==> src/rtl/rx_byte_deframer.sv <==
// rx_byte_deframer: drains the PHY->core RX CDC FIFO, strips preamble/SFD,
// ends frames on an empty-gap timeout and emits a framed byte stream.
// Ports:
//   clkIn, rstNIn        250 MHz read clock, async active-low reset
//   rdEmptyIn            FIFO empty
//   rdRstBusyIn          FIFO read-side reset in progress
//   rdDataIn[7:0]        FIFO dout, valid the cycle after rdEnOut
//   rdEnOut              FIFO pop (always drains, no backpressure)
//   dataOut[7:0]         frame byte, qualified by validOut
//   validOut             byte strobe
//   sofOut               first post-SFD byte
//   eofOut               last byte of the frame
//   errOut               frame error (runt, oversize, bad FCS), with eofOut
//   frameLenOut[10:0]    emitted byte count, with eofOut
//   idleOut              high while in IDLE
//   fcsOkOut             FCS residue matched, with eofOut (RX_FCS_CHECK_EN)
// Build option: define RX_FCS_CHECK_EN to add CRC-32 FCS checking.
// rstNIn is expected to be release-synchronised to clkIn upstream.
module rx_byte_deframer #(
    parameter int GAP_CYCLES      = 4,
    parameter int MIN_PREAMBLE    = 2,
    parameter int MIN_FRAME_BYTES = 64,
    parameter int MAX_FRAME_BYTES = 1522
) (
    input  logic        clkIn,
    input  logic        rstNIn,
    input  logic        rdEmptyIn,
    input  logic        rdRstBusyIn,
    input  logic [7:0]  rdDataIn,
    output logic        rdEnOut,
    output logic [7:0]  dataOut,
    output logic        validOut,
    output logic        sofOut,
    output logic        eofOut,
    output logic        errOut,
    output logic [10:0] frameLenOut,
`ifdef RX_FCS_CHECK_EN
    output logic        fcsOkOut,
`endif
    output logic        idleOut
);

    localparam int GW = $clog2(GAP_CYCLES + 1);
    localparam logic [GW-1:0] GAP_SAT  = GW'(GAP_CYCLES);
    localparam logic [GW-1:0] GAP_LAST = GW'(GAP_CYCLES - 1);
    localparam logic [2:0]    PRE_MIN  = 3'(MIN_PREAMBLE);
    localparam logic [10:0]   MIN_LEN  = 11'(MIN_FRAME_BYTES);
    localparam logic [10:0]   MAX_LEN  = 11'(MAX_FRAME_BYTES);
    localparam logic [7:0]    PRE_BYTE = 8'h55;
    localparam logic [7:0]    SFD_BYTE = 8'hD5;

    typedef enum logic [1:0] {
        IDLE,
        PREAMBLE,
        PAYLOAD,
        DROP
    } stateT;

    stateT state;
    stateT stateNxt;

    logic          rdVld;
    logic [GW-1:0] gapCnt;
    logic [GW-1:0] gapNxt;
    logic          gapHit;

    logic [2:0]  preCnt;
    logic [2:0]  preCntNxt;
    logic [7:0]  holdData;
    logic [7:0]  holdNxt;
    logic        holdVld;
    logic        holdVldNxt;
    logic [10:0] len;
    logic [10:0] lenNxt;
    logic [10:0] lenInc;
    logic        first;
    logic        firstNxt;

    logic [7:0]  dataNxt;
    logic        validNxt;
    logic        sofNxt;
    logic        eofNxt;
    logic        errNxt;
    logic [10:0] frameLenNxt;

`ifdef RX_FCS_CHECK_EN
    localparam logic [31:0] CRC_POLY_REFL = 32'hEDB88320;
    localparam logic [31:0] CRC_RESIDUE   = 32'hC704DD7B;

    logic [31:0] crcReg;
    logic [31:0] crcNxt;
    logic [31:0] crcEmit;
    logic        fcsMatch;
    logic        fcsOkNxt;

    // LSB-first (reflected) CRC-32 update for one byte.
    function automatic logic [31:0] crcStep(
        input logic [31:0] c,
        input logic [7:0]  d
    );
        logic [31:0] r;
        r = c;
        for (int i = 0; i < 8; i++) begin
            if (r[0] ^ d[i]) begin
                r = (r >> 1) ^ CRC_POLY_REFL;
            end else begin
                r = r >> 1;
            end
        end
        return r;
    endfunction

    function automatic logic [31:0] bitRev(input logic [31:0] v);
        logic [31:0] r;
        for (int i = 0; i < 32; i++) begin
            r[i] = v[31-i];
        end
        return r;
    endfunction

    // The register holds the reflected remainder; the residue constant
    // is in normal bit order, so flip before comparing.
    assign crcEmit  = crcStep(crcReg, holdData);
    assign fcsMatch = (bitRev(crcEmit) == CRC_RESIDUE);
`endif

    assign rdEnOut = ~rdEmptyIn & ~rdRstBusyIn;
    assign idleOut = (state == IDLE);
    assign lenInc  = len + 11'd1;

    // Gap counter saturates so a long idle never wraps into a false hit.
    assign gapNxt = rdVld ? '0 :
                    (gapCnt == GAP_SAT) ? gapCnt : gapCnt + 1'b1;
    assign gapHit = ~rdVld & (gapCnt == GAP_LAST);

    always_ff @(posedge clkIn or negedge rstNIn) begin
        if (!rstNIn) begin
            state <= IDLE;
        end else begin
            state <= stateNxt;
        end
    end

    always_comb begin
        stateNxt    = state;
        preCntNxt   = preCnt;
        holdNxt     = holdData;
        holdVldNxt  = holdVld;
        lenNxt      = len;
        firstNxt    = first;
        dataNxt     = '0;
        validNxt    = 1'b0;
        sofNxt      = 1'b0;
        eofNxt      = 1'b0;
        errNxt      = 1'b0;
        frameLenNxt = '0;
`ifdef RX_FCS_CHECK_EN
        crcNxt      = crcReg;
        fcsOkNxt    = 1'b0;
`endif
        unique case (state)
            IDLE: begin
                preCntNxt  = '0;
                holdVldNxt = 1'b0;
                lenNxt     = '0;
                firstNxt   = 1'b1;
                if (rdVld && rdDataIn == PRE_BYTE) begin
                    preCntNxt = 3'd1;
                    stateNxt  = PREAMBLE;
                end
            end
            PREAMBLE: begin
                if (rdVld) begin
                    if (rdDataIn == PRE_BYTE) begin
                        if (preCnt != 3'd7) begin
                            preCntNxt = preCnt + 3'd1;
                        end
                    end else if (rdDataIn == SFD_BYTE &&
                                 preCnt >= PRE_MIN) begin
                        stateNxt = PAYLOAD;
`ifdef RX_FCS_CHECK_EN
                        crcNxt   = '1;
`endif
                    end else begin
                        stateNxt = DROP;
                    end
                end else if (gapHit) begin
                    stateNxt = IDLE;
                end
            end
            PAYLOAD: begin
                if (rdVld) begin
                    // New byte replaces the held one, which goes out now.
                    holdNxt    = rdDataIn;
                    holdVldNxt = 1'b1;
                    if (holdVld) begin
                        validNxt = 1'b1;
                        dataNxt  = holdData;
                        sofNxt   = first;
                        firstNxt = 1'b0;
                        lenNxt   = lenInc;
`ifdef RX_FCS_CHECK_EN
                        crcNxt   = crcEmit;
`endif
                        // Byte MAX goes out while another is already
                        // arriving: close as oversize, drop the rest.
                        if (lenInc == MAX_LEN) begin
                            eofNxt      = 1'b1;
                            errNxt      = 1'b1;
                            frameLenNxt = MAX_LEN;
                            holdVldNxt  = 1'b0;
                            stateNxt    = DROP;
`ifdef RX_FCS_CHECK_EN
                            fcsOkNxt    = fcsMatch;
`endif
                        end
                    end
                end else if (gapHit) begin
                    stateNxt   = IDLE;
                    holdVldNxt = 1'b0;
                    if (holdVld) begin
                        validNxt    = 1'b1;
                        dataNxt     = holdData;
                        sofNxt      = first;
                        eofNxt      = 1'b1;
                        firstNxt    = 1'b0;
                        lenNxt      = lenInc;
                        frameLenNxt = lenInc;
                        errNxt      = (lenInc < MIN_LEN);
`ifdef RX_FCS_CHECK_EN
                        crcNxt      = crcEmit;
                        fcsOkNxt    = fcsMatch;
                        errNxt      = (lenInc < MIN_LEN) | ~fcsMatch;
`endif
                    end
                end
            end
            DROP: begin
                if (gapHit) begin
                    stateNxt = IDLE;
                end
            end
            default: begin
                stateNxt = IDLE;
            end
        endcase
    end

    always_ff @(posedge clkIn or negedge rstNIn) begin
        if (!rstNIn) begin
            rdVld       <= 1'b0;
            gapCnt      <= '0;
            preCnt      <= '0;
            holdData    <= '0;
            holdVld     <= 1'b0;
            len         <= '0;
            first       <= 1'b0;
            dataOut     <= '0;
            validOut    <= 1'b0;
            sofOut      <= 1'b0;
            eofOut      <= 1'b0;
            errOut      <= 1'b0;
            frameLenOut <= '0;
        end else begin
            rdVld       <= rdEnOut;
            gapCnt      <= gapNxt;
            preCnt      <= preCntNxt;
            holdData    <= holdNxt;
            holdVld     <= holdVldNxt;
            len         <= lenNxt;
            first       <= firstNxt;
            dataOut     <= dataNxt;
            validOut    <= validNxt;
            sofOut      <= sofNxt;
            eofOut      <= eofNxt;
            errOut      <= errNxt;
            frameLenOut <= frameLenNxt;
        end
    end

`ifdef RX_FCS_CHECK_EN
    always_ff @(posedge clkIn or negedge rstNIn) begin
        if (!rstNIn) begin
            crcReg   <= '1;
            fcsOkOut <= 1'b0;
        end else begin
            crcReg   <= crcNxt;
            fcsOkOut <= fcsOkNxt;
        end
    end
`endif

endmodule

==> config.mk <==
export PLATFORM = sky130hd
export DESIGN_NAME = rx_byte_deframer
export DESIGN_NICKNAME = d
export VERILOG_FILES = /design/src/rtl/rx_byte_deframer.sv
export SDC_FILE = /design/constraint.sdc
export NUM_CORES = 1
export LEC_CHECK = 0
export ABC_AREA = 1
export CELL_PAD_IN_SITES_DETAIL_PLACEMENT = 1
export CELL_PAD_IN_SITES_GLOBAL_PLACEMENT = 1
export CORE_MARGIN = 8
export CORE_UTILIZATION = 43
export DETAILED_ROUTE_END_ITERATION = 10
export PLACE_DENSITY_LB_ADDON = 0.1
export SYNTH_ARGS = -nofsm -noshare
export SYNTH_HDL_FRONTEND = slang
export SYNTH_SLANG_ARGS = --single-unit
==> constraint.sdc <==
create_clock -name clkIn -period 4.2 [get_ports clkIn]
set_input_delay 1.26 -clock clkIn [delete_from_list [all_inputs] [get_ports clkIn]]
set_output_delay 1.26 -clock clkIn [all_outputs]
set_load 0.03 [all_outputs]
Word-level counts from Yosys, hierarchy flattened --
Index checks and enable logic that the tools add are counted.
Word-level totals: bits of input ports 12, register bits 53, logic and storage cells 106, output and inout port bits 25
Cells by class: bitwise gates (word level) 5, equality and inequality tests 18, magnitude comparators 2, add/subtract/negate cells 3, reduce and logical (&&, ||, !) cells 9, muxes and demuxes 55
Operator list (number):
- 11-bit 2-to-1 mux | 9
- 8-bit 2-to-1 mux | 4
- 1-bit 2-to-1 mux | 25
- 11-bit case mux with 2 select lines | 1
- 3-bit 2-to-1 mux | 5
- 3-bit != test, second input constant | 5
- 2-bit 2-to-1 mux | 7
- 11-bit by 1-bit adder with 11-bit output, second input constant | 1
- 11-bit == test, second input constant | 1
- 11-bit by 7-bit less-than comparator with 1-bit output, second input constant | 1
- 8-bit by 7-bit == test with 1-bit output, second input constant | 1
- 8-bit == test, second input constant | 1
- 2-bit != test, second input constant | 4
- 2-bit case mux with 4 select lines | 1
- 4-bit AND reduction | 2
- 3-bit by 1-bit adder with 3-bit output, second input constant | 2
- 3-bit case mux with 2 select lines | 1
- 2-bit == test, second input constant | 2
- 1-bit case mux with 2 select lines | 2
- 2-bit AND reduction | 2
- 2-bit nonzero test | 2
- 3-bit by 2-bit == test with 1-bit output, second input constant | 1
- 3-bit == test, second input constant | 1
- 3-bit by 2-bit greater-or-equal comparator with 1-bit output, second input constant | 1
- other kinds (6) | 10

Logic depth before layout (Yosys ltp) --
Gate-level depths: netlist (run 1).
depth after elaboration 6, mapped depth 11

Worst setup path before layout (run 1) --
Ideal clock, no wire load.
path kind input to output, start point input rdRstBusyIn, end point output rdEnOut, arrival 1.698 ns, path slack 1.242 ns, path buffers 0, cell stages on the path 1, cell sequence nor2_1
On the way: cells in the longest elaborated chain, start to end 2
RTL lines:
- start, declared | line 28 | input logic rdRstBusyIn,
- 1-bit inverter | line 127 | assign rdEnOut = ~rdEmptyIn & ~rdRstBusyIn;
- 1-bit AND | line 127
- end, declared | line 30 | output logic rdEnOut,
Every way passes these cells.

Worst setup path after layout (run 1) --
Ends and elaborated chain as after synthesis.

==> results.txt, run 1 <==
- The flow ran to the end, and the final reports show no timing, DRC or antenna violations.
- Sequential Area: 1326 um2
- Dividing the detail-routed via count by the number of cells gives 4.964.
- Post-CTS repair changed the size of 0 cells.
- For the final database, setup skew stands at 0.005864 ns.
* Critical path startpoint category: input pin
- Buffer depth of the longest clock path: 2
- The first global-routing pass estimated 9.908 mm of wire.
- Overall die area: 8330 um2
- Sequential cell area fraction in the yosys report: 54.44%
- Pleak: 1.416 nW
- The synthesized netlist devotes 24.76% of its cell area to simple gates.
- Effective utilization at floorplan: 44.24%
- Number of synthesis warnings: 0
- The most numerous cell type found on the critical path is sky130_fd_sc_hd__clkdlybuf4s50_1.
- Cell count after synthesis: 280
- Worst reg2reg setup slack: 2.00 ns
- For this run, asynchronously set or reset flops after synthesis account for 100.0%.
- Share of synthesized cell area in full adder, half adder and majority cells: 3.595%
- Net total in the final layout: 338
* Number of rows in the core area: 27
- F_max: 267.3 MHz
- Count of buffers inserted at the top-level ports: 36
- The synthesized design contains 0 enable-type register cells.
- Synthesis produced a netlist with a net count of 299.
- Clock tree from TritonCTS: yes
* Post-place setup slack: 0.4446 ns
- The slowest stage of the critical path is the sky130_fd_sc_hd__clkdlybuf4s50_1 cell.
- First-pass iteration count of the detailed router: 4
- The critical path is of the input pin to output pin type.
- The floorplan step set the die width to 91.27 um.
- Portion of the clock cycle consumed by the worst path in the final layout: 89.09%
* Area share of the largest cell type after synthesis: 54.44%
* Final Wtd Congestion: 0.7751
- Power density over cell area: 314.0 nW/um2
- TritonCTS sink count: 53
* Area leader, netlist: sky130_fd_sc_hd__dfrtp_1
- The synthesized netlist devotes 0.3595% of its cell area to XOR and XNOR gates.
- Cells fill 53.47% of the core in the end.
* Number of cell instances on the worst register-to-register path: 8
* Number of remaining DRC errors: 0
- Boundary Pins: 37
* Final Hold Fails: 0
* Share of post-route cells with drive strength above 1: 8.750%
- The worst register-to-register path ends at len[0]$_DFFE_PN0P_.
* Worst Max-Slew Pin Slew: 0.9615 ns
- DRT Wirelength: 5.793 mm
* Top post-synthesis cells by area: sky130_fd_sc_hd__dfrtp_1 54%, sky130_fd_sc_hd__nand2_1 7.9%, sky130_fd_sc_hd__nor2_1 6.6%, sky130_fd_sc_hd__inv_1 6.0%, sky130_fd_sc_hd__ha_1 3.6%
- STA classifies the critical path endpoint as an output pin.
* HPWL Detailed: 4.343 mm
* Post-CTS setup-driven buffer insertion count: 0
* Leading register cell type out of synthesis: sky130_fd_sc_hd__dfrtp_1
* Combined area of all synthesized cells: 2436 um2
- Placeable core area: 5507 um2
- The filler cells instantiated in the layout total 670.
- Number of storage elements in the synthesis netlist: 53
- In this run, distinct cell masters in the synthesized netlist total 27.
- In this run the tightest slew margin relative to its limit is 35.90%.
- Via count: 1946
- TNS Setup: 0 ns
- Multiplexer cells account for 0% of the synthesized area.
- The clock reaches the later pin of the worst-skew pair after 0.30 ns.
* Post-Syn Area per Cell: 8.700 um2
* Root cell of the clock tree: sky130_fd_sc_hd__clkbuf_8
- Yosys instantiated no cell more often than sky130_fd_sc_hd__dfrtp_1.
- Antenna violations before repair: 0
- Total congestion overflow after global routing: 0
- The final count of pins violating max slew was 0.
* Die H: 91.27 um
- Setup violations remaining at the end of the flow were counted as 0.
- Clock transition at path regs: 0.08 ns
- Number of maximum-capacitance violations: 0
- The worst hold path was traced through 2 stages.
* Leading post-synthesis cells by instance count: 53 x sky130_fd_sc_hd__dfrtp_1, 51 x sky130_fd_sc_hd__nand2_1, 43 x sky130_fd_sc_hd__nor2_1, 39 x sky130_fd_sc_hd__inv_1
- Setup repair after global routing missed its margin: false
- Synthesized-area fraction occupied by ao, oa, aoi and oai cells: 9.656%
- In the global route stage, overall resource usage came out at 14.71%.
- After synthesis, the largest family of logic cells by area is simple AND/OR/NAND/NOR gates.
- Launch instance of the worst register-to-register path: gapCnt[0]$_DFFE_PN0P_
- 0 antenna diodes ended up in the layout.
- The number of hold buffers added after CTS was 0.
* Data arrival time at the worst-slack endpoint: 2.48 ns
* Cells along the critical path: clkdlybuf4s50_1 > nor2_1 > clkdlybuf4s50_1
- Worst-case hold path end point: holdData[3]$_DFFE_PN0P_
* WP data required: 2.94 ns
* Fin crit period: 3.742 ns
- The tightest min-delay check is of the flop to flop type.
* Largest driver fanout on the critical path: 2
- The number of global-route vias before repair was 2102.
- Number of cells in the finished layout apart from fillers: 392
- From synthesis to final layout, the design area changed by 20.85%.
- In this design, the stage delay of the slowest critical-path cell is 0.69 ns.
* Largest net degree at the start of global routing: 43
- The startpoint identified for the worst hold timing path is holdData[3]$_DFFE_PN0P_.
- Average routed wire per standard cell: 14.78 um
- Number of nets still failing antenna checks after routing: 0
- Power, Total: 924.5 uW
* Inst Count DP: 384
* Final WS setup: 0.4584 ns
- Number of levels the H-tree was split into: 2
- Peak ir drop on the vdd network: 133.5 uV
- Area occupied by multi-input gates: 934.6 um2
- Initial DRC count: 46
- Inserted Clock Buffers: 5
-- critical path: cells and delay by family --
kind / cells / cell delay [ns]
buf+inv: 2 / 1.09
simple gates: 1 / 0.13
-- through the flow --
step	area [um2]	hold WS, ns
2_1_floorplan	2436	0.4530
4_1_cts	2944	0.4983
3_3_place_gp	2864	0.4696
3_5_place_dp	2864	0.4772
6_report	2944	0.4939
5_1_grt	2944	0.5130
-- how the worst max path moves through the flow --
stage / startpoint / end / cells past startpoint
final: rdRstBusyIn / rdEnOut / 3
after CTS: rdRstBusyIn / rdEnOut / 3
after detailed placement: rdRstBusyIn / rdEnOut / 3
after floorplan: rdRstBusyIn / rdEnOut / 1
after global routing: rdRstBusyIn / rdEnOut / 3
after global placement: rdRstBusyIn / rdEnOut / 3
-- state kept, by name (all words and copies together), names as in the netlist, 2 cells and up --
| register | count |
|---|---|
| dataOut | 8 |
| state | 2 |
| gapCnt | 3 |
| len | 11 |
| preCnt | 3 |
| holdData | 8 |
| frameLenOut | 11 |
-- layer usage --
layer	global-route usage, %	wire length, um	vias up
met2	24.79	2834	27
met3	4.198	243	8
met1	17.35	2642	949
li1	-	-	962
met4	5.593	72	0
met5	0	0	-
-- final cells by class --
class / count / area share, %
multi-input combinational: 182 / 31.75
clock buffer: 8 / 2.720
inverter: 40 / 5.100
sequential: 53 / 45.05
tap: 72 / 3.060
timing repair buffer: 37 / 12.32
-- cell families (layout without fill, tap and decap cells) --
group,after synthesis,in the layout
adder cells (fa/ha/maj),7,7
AND/OR/NAND/NOR,133,133
flip-flops,53,53
AO/OA/AOI/OAI,41,41
buffers and inverters,45,85
XOR/XNOR,1,1
-- cell usage in the layout, fill, tap and decap left out, types with 2 or more instances in the layout --
cell and instances:
sky130_fd_sc_hd__nor2_1 43, sky130_fd_sc_hd__o21bai_1 2, sky130_fd_sc_hd__nand2_2 5, sky130_fd_sc_hd__clkdlybuf4s50_1 35, sky130_fd_sc_hd__o21ai_0 15, sky130_fd_sc_hd__nand4_1 4, sky130_fd_sc_hd__nor2_2 8, sky130_fd_sc_hd__inv_1 39
sky130_fd_sc_hd__nor3_1 3, sky130_fd_sc_hd__nand3_2 4, sky130_fd_sc_hd__nand2_1 51, sky130_fd_sc_hd__o22ai_1 4, sky130_fd_sc_hd__clkbuf_1 3, sky130_fd_sc_hd__dfrtp_1 53, sky130_fd_sc_hd__nand3_1 12, sky130_fd_sc_hd__nor2_4 2
sky130_fd_sc_hd__clkbuf_8 5, sky130_fd_sc_hd__a21oi_1 15, sky130_fd_sc_hd__ha_1 7
-- report_power, final --
part / internal, mW / leakage (nW) / switching, mW
sequential: 0.530 / 0.702 / 0.0164
combinational: 0.0402 / 0.675 / 0.0616
clock: 0.119 / 0.0395 / 0.157
total: 0.689 / 1.42 / 0.235
(Power assumes the default switching activity.)
==> inputs of run 2 (changes only) <==
Settings changed: CORE_MARGIN 8 to 1, MAX_ROUTING_LAYER from default to met4, SETUP_SLACK_MARGIN from default to 0.4.
==> results.txt, run 2 (synthesized netlist as in run 1, its figures left out) <==
* Clock tree from TritonCTS: yes
* Die H: 77.27 um (-15%)
* Die boundary width: 77.27 um (-15%)
* Largest driver fanout on the critical path: 2 (unchanged)
- Final Hold Fails: 0 (unchanged)
* Worst-case hold path end point: dataOut[2]$_DFF_PN0_
- The total internal power was 749.0 uW (+8.7%).
* HPWL Detailed: 4.200 mm (-3.3%)
* Biggest registers after layout: frameLenOut (11), len (11)
- Walking the worst path, the cells encountered are clkdlybuf4s50_1 > nor2_1 > dlymetal6s2s_1.
- The number of buffers inserted by post-CTS setup repair is 0 (unchanged).
* Fin. max-slew vios: 0 (unchanged)
* Switching share of total power: 25.40% (-0.050 points)
* Number of levels the H-tree was split into: 2 (unchanged)
* Average routed wire per standard cell: 14.68 um (-0.66%)
- The first-pass detailed-route iteration total came to 4 (unchanged).
- Total congestion overflow after global routing: 0 (unchanged)
- The total die area came to 5971 um2 (-28%).
- Wire length of the first global-routing pass: 9.749 mm (-1.6%)
- The setup total negative slack came to 0 ns (unchanged).
- Endpoint type of the worst setup path: output pin
- Setup repair after global routing missed its margin: false
- The part of the total power dissipated in combinational logic is 10.2% (-0.8 points).
- The cell depth of the worst hold path is 2 (unchanged).
- The setup slack of the most critical reg-to-reg path is 2.02 ns (+0.02 ns).
- The clock-pin transition on the worst setup and hold timing paths came to 0.09 ns (about the same).
- Share of post-route cells with drive strength above 1: 9.688% (+0.94 points)
- Leading cell types in the layout, fill and taps excluded: 53 x sky130_fd_sc_hd__dfrtp_1, 51 x sky130_fd_sc_hd__nand2_1, 43 x sky130_fd_sc_hd__nor2_1
* Pleak: 1.445 nW (+2.0%)
- Critical path class: input pin to output pin
* Post-CTS sizing: 0 (unchanged)
* Boundary Pins: 37 (unchanged)
- DRT Wirelength: 5.755 mm (-0.66%)
- The total DRC errors in the routed layout came to 0 (unchanged).
- For this design, the slowest cell found on the critical path is sky130_fd_sc_hd__clkdlybuf4s50_1.
- The number of standard-cell rows in the floorplan is 27 (unchanged).
- TritonCTS sink count: 53 (unchanged)
* Most common cell after layout, fill and taps aside: sky130_fd_sc_hd__dfrtp_1
- The worst endpoint required time was 2.94 ns (about the same).
- The worst endpoint data arrival time came to 2.08 ns (-0.40 ns).
- Number of cell instances on the worst register-to-register path: 8 (unchanged)
* Skew-Pair Late Insertion Delay: 0.31 ns (about the same)
- The total instance count after detailed placement was 384 (unchanged).
* Number of hold buffers added after cts: 0 (unchanged)
- The number of standard cells in the final layout excluding fillers is 392 (unchanged).
- Effective utilization at floorplan: 44.51% (+0.27 points)
- F_max: 299.1 MHz (+12%)
- Worst Max-Slew Pin Slew: 0.7809 ns (-0.1806 ns)
- Worst clock skew on the final layout: 0.01168 ns (+0.005814 ns)
- Via count of the first global-routing pass: 2026 (-3.6%)
* Placeable core area: 5473 um2 (-0.61%)
* Hold_sp: holdData[2]$_DFFE_PN0P_
- From synthesis to final layout, the design area changed by 22.39%.
* Buffer depth of the longest clock path: 2 (unchanged)
- The tree is rooted in a sky130_fd_sc_hd__clkbuf_8.
- Final design utilization: 54.48% (+1.0 points)
- The power per unit of standard cell area came to 336.7 nW/um2 (+7.2%).
- The worst setup path is launched from an input pin.
* Net total in the final layout: 338 (unchanged)
- The number of design-rule violations left by the first detailed-router iteration is 65 (+41%).
- Largest net degree at the start of global routing: 37 (-14%)
- Peak ir drop on the vdd network: 279.3 uV (+110%)
* Number of inserted diodes: 0 (unchanged)
- The worst slew slack as a fraction of its limit came to 47.94% (+12 points).
- Worst reg2reg endpoint: len[7]$_DFFE_PN0P_
- Launch instance of the worst register-to-register path: gapCnt[0]$_DFFE_PN0P_
- Fin crit period: 3.344 ns (-0.3981 ns)
* Via count: 1952 (+0.31%)
* Share of total power in sequential cells: 54.4% (-4.7 points)
- Final setup viols: 0 (unchanged)
- The final weighted congestion in routability-driven placement came to 0.7718 (-0.43%).
- The number of buffers added on ports was 36 (unchanged).
* Number of nets still failing antenna checks after routing: 0 (unchanged)
- Portion of the clock cycle consumed by the worst path in the final layout: 79.61% (-9.5 points)
- The fraction of power consumed by the clock network came to 35.3% (+5.4 points).
- The worst setup slack before clock tree synthesis is 0.4700 ns (+0.02543 ns).
- The number of vias per cell after detailed routing was 4.980 (+0.31%).
* Inserted Clock Buffers: 5 (unchanged)
- Switching power: 255.0 uW (+8.4%)
- Number of maximum-capacitance violations: 0 (unchanged)
- Final WS setup: 0.8565 ns (+0.3981 ns)
- Status: finished, final reports clean
* Overall routing resource usage: 21.97% (+7.3 points)
* Antenna violations before repair: 0 (unchanged)
- The maximum cell stage delay along the critical path came to 0.40 ns (-0.29 ns).
* Min-Delay Path Class: flop to flop
run 2: cell count changes in the layout (fill, tap and decap cells not counted):
cell	change
sky130_fd_sc_hd__clkbuf_1	-3
sky130_fd_sc_hd__clkdlybuf4s50_1	-1
sky130_fd_sc_hd__clkinv_4	+1
sky130_fd_sc_hd__dlymetal6s2s_1	+1
sky130_fd_sc_hd__bufinv_16	+1
sky130_fd_sc_hd__clkinvlp_4	+1
run 2: power by group through the flow:
stage / sequential (mW) / clock (mW) / combinational, mW
4_1_cts: 0.546 / 0.362 / 0.106
5_1_grt: 0.548 / 0.381 / 0.119
3_5_place_dp: 0.557 / 0 / 0.105
6_report: 0.546 / 0.355 / 0.103
3_3_place_gp: 0.556 / 0 / 0.0992
2_1_floorplan: 0.551 / 0 / 0.0654
run 2: metrics by stage:
step / instance area, um2 / hold slack [ns] / power [mW]
2_1_floorplan: 2436 / 0.4530 / 0.6168
3_3_place_gp: 2864 / 0.4653 / 0.6548
3_5_place_dp: 2864 / 0.4761 / 0.6619
4_1_cts: 2979 / 0.5021 / 1.014
5_1_grt: 2982 / 0.5180 / 1.049
6_report: 2982 / 0.4955 / 1.004
run 2: routing by layer:
metal / share of wire, % / global-route usage, %
met4: 0.76 / 5.472
met1: 48 / 28.47
met3: 2.8 / 4.524
met2: 49 / 35.22
met5: 0 / -
run 2: worst max-delay path: cells and delay by family:
family / cells / cell delay (ns)
buf+inv: 2 / 0.70
simple gates: 1 / 0.12
run 2: final cells by class:
type                       count  area [um2]
multi-input combinational    182       934.6
clock buffer                   5       68.82
inverter                      40       150.1
tap                           72       90.09
fill                         668        2491
sequential                    53        1326
clock inverter                 3       46.29
timing repair buffer          37       365.4
run 2: worst max path at each step:
| stage | start | end | slack [ns] | depth (start not counted) |
|---|---|---|---|---|
| floorplan | rdRstBusyIn | rdEnOut | 1.24 | 1 |
| global placement | rdRstBusyIn | rdEnOut | 0.47 | 3 |
| detailed placement | rdRstBusyIn | rdEnOut | 0.47 | 3 |
| CTS | rdRstBusyIn | rdEnOut | 0.46 | 3 |
| global route | rdRstBusyIn | rdEnOut | 0.76 | 3 |
| finish | rdRstBusyIn | rdEnOut | 0.86 | 3 |
==> inputs of run 3 (changes only) <==
Settings changed: CORE_UTILIZATION 43 to 40.
Clock period 4.2 ns to 3.1 ns, I/O delays scaled along.
==> results.txt, run 3 (synthesized netlist as in run 1, its figures left out) <==
* Status: finished, final reports clean
- The routed wirelength normalized by instance count came to 14.25 um (-2.9%).
* Number of levels the H-tree was split into: 2 (unchanged)
- Die H: 80.04 um (+3.6%)
- The length in cells of the worst reg-to-reg path was 10 (+2).
- STA classifies the critical path endpoint as an output pin.
- The first-pass detailed-route iteration total is 4 (unchanged).
* Share of post-route cells with drive strength above 1: 10.25% (+0.56 points)
* Count of buffers inserted at the top-level ports: 36 (unchanged)
- The worst slew slack as a fraction of its limit is 56.62% (+8.7 points).
* Total congestion overflow after global routing: 0 (unchanged)
- Via count: 1951 (-0.051%)
- Setup repair after global routing missed its margin: false
- Inserted Clock Buffers: 5 (unchanged)
* WP data required: 2.17 ns (-0.77 ns)
- Largest net degree at the start of global routing: 29 (-22%)
* Number of inserted diodes: 0 (unchanged)
* Worst Max-Slew Pin Slew: 0.6507 ns (-0.1302 ns)
- The maximum number of buffers from clock root to sink is 2 (unchanged).
* Final design utilization: 50.38% (-4.1 points)
* Most common cell after layout, fill and taps aside: sky130_fd_sc_hd__dfrtp_1
- Overall routing resource usage: 20.35% (-1.6 points)
- In this run the worst hold path is classified as flop to flop.
- Hold_sp: holdData[5]$_DFFE_PN0P_
- Net total in the final layout: 340 (+0.59%)
- The sink count of the clock tree came to 53 (unchanged).
- Launch instance of the worst register-to-register path: len[0]$_DFFE_PN0P_
- The hold buffer count at CTS came to 0 (unchanged).
- The top fanout value on the critical path came to 2 (unchanged).
* Wire length of the first global-routing pass: 9.591 mm (-1.6%)
* F_max: 389.6 MHz
- The initial core utilization was 41.39% (-3.1 points).
- The placeable core region was 5886 um2 (+7.5%).
* Antenna violations before repair: 0 (unchanged)
- Power density over cell area: 424.9 nW/um2 (+26%)
- In the final layout, the registers with the most flip-flops are frameLenOut (11), len (11).
- Skew-Pair Late Insertion Delay: 0.31 ns (about the same)
- The worst endpoint data arrival time is 1.64 ns (-0.44 ns).
* Number of nets still failing antenna checks after routing: 0 (unchanged)
- The total die area is 6406 um2 (+7.3%).
* Clock tree from TritonCTS: yes
* Die boundary width: 80.04 um (+3.6%)
- Boundary Pins: 37 (unchanged)
- The clock-pin transition on the worst setup and hold timing paths was 0.09 ns (about the same).
* Worst reg2reg setup slack: 1.11 ns (-0.91 ns)
- Pleak: 1.432 nW (-0.88%)
- Final Hold Fails: 0 (unchanged)
- In this run the critical register-to-register path is captured at frameLenOut[4]$_DFF_PN0_.
- Number of rows in the core area: 28 (+3.7%)
- The number of vias per cell after detailed routing is 4.914 (-1.3%).
* Portion of the clock cycle consumed by the worst path in the final layout: 82.80%
- Depth of the worst hold-timing path: 2 (unchanged)
- Critical path startpoint category: input pin
- The number of design-rule violations left by the first detailed-router iteration came to 58 (-11%).
- Number of remaining DRC errors: 0 (unchanged)
- Fin. max-slew vios: 0 (unchanged)
* Root cell of the clock tree: sky130_fd_sc_hd__clkbuf_8
- TNS Setup: 0 ns (unchanged)
- The total detailed-routing wirelength was 5.659 mm (-1.7%).
* Fin crit period: 2.567 ns
* Number of maximum-capacitance violations: 0 (unchanged)
* Leading cell types in the layout, fill and taps excluded: 53 x sky130_fd_sc_hd__dfrtp_1, 51 x sky130_fd_sc_hd__nand2_1, 43 x sky130_fd_sc_hd__nor2_1
* Via count of the first global-routing pass: 2016 (-0.49%)
- The setup path with the least slack is of type input pin to output pin.
- Final Wtd Congestion: 0.8180 (+6.0%)
- The HPWL reported at the end of detailed placement came to 4.270 mm (+1.7%).
- Worst clock skew on the final layout: 0.008883 ns (-0.002795 ns)
* Worst-case hold path end point: holdData[5]$_DFFE_PN0P_
- The highest ir drop seen on vdd is 270.5 uV (-3.2%).
- Synth-to-Final Area Change: 21.73%
- Final setup viols: 0 (unchanged)
run 3: cell count changes in the layout (fill, tap and decap cells not counted):
cell | before | now
sky130_fd_sc_hd__buf_4 | 1 | 4
sky130_fd_sc_hd__clkinv_2 | 0 | 2
sky130_fd_sc_hd__bufinv_16 | 1 | 0
sky130_fd_sc_hd__clkbuf_1 | 0 | 1
sky130_fd_sc_hd__clkdlybuf4s50_1 | 34 | 33
sky130_fd_sc_hd__clkinv_4 | 1 | 0
sky130_fd_sc_hd__clkinvlp_4 | 1 | 0
run 3: cell type report:
| class | count | area (um2) |
|---|---|---|
| Fill cell | 732 | 2920 |
| Sequential cell | 53 | 1326 |
| Multi-Input combinational cell | 182 | 934.6 |
| Timing Repair Buffer | 39 | 377.9 |
| Inverter | 40 | 150.1 |
| Tap cell | 75 | 93.84 |
| Clock buffer | 6 | 72.57 |
| Clock inverter | 2 | 10.01 |
run 3: through the flow:
stage / instances / power (mW) / worst slack [ns] / hold slack, ns / cell area [um2]
finish: 397 / 1.260 / 0.5333 / 0.4946 / 2965
global route: 397 / 1.328 / 0.4711 / 0.5221 / 2965
CTS: 397 / 1.281 / 0.4529 / 0.4960 / 2963
detailed placement: 389 / 0.8963 / 0.5240 / 0.4726 / 2880
global placement: 389 / 0.8901 / 0.5487 / 0.4662 / 2880
floorplan: 280 / 0.8356 / 0.8025 / 0.4530 / 2436
run 3: worst max path at each step:
stage	from	to	slack [ns]	cells past startpoint
6_report	rdEmptyIn	rdEnOut	0.53	3
4_1_cts	state[1]$_DFFE_PN0P_	idleOut	0.45	2
3_5_place_dp	rdEmptyIn	rdEnOut	0.52	3
3_3_place_gp	rdRstBusyIn	rdEnOut	0.55	3
2_1_floorplan	rdRstBusyIn	rdEnOut	0.80	1
5_1_grt	rdRstBusyIn	rdEnOut	0.47	3
run 3: power breakdown:
part	internal (mW)	switching, mW	leakage (nW)	total [mW]
combinational	0.0543	0.0854	0.685	0.140
clock	0.157	0.224	0.0450	0.381
sequential	0.718	0.0211	0.702	0.739
total	0.930	0.330	1.43	1.26
run 3: critical path, cell delays in order:
cell                              delay, ns
sky130_fd_sc_hd__clkdlybuf4s50_1       0.41
sky130_fd_sc_hd__nor2_1                0.12
sky130_fd_sc_hd__buf_4                 0.18
run 3: metal layers:
layer  share of wire (%)  track usage, %  vias to the layer above
met2                  51           33.42                       25
met1                  46           25.87                      950
met5                   0               -                        -
met3                 2.2           3.429                        7
met4                0.90           5.893                        0
li1                    -               -                      969
run 3: repair_timing:
item	CTS	global route
buffers inserted	0	0
hold endpoints to repair	0	0
endpoints found under the setup margin	0	1
gates resized for setup	0	1
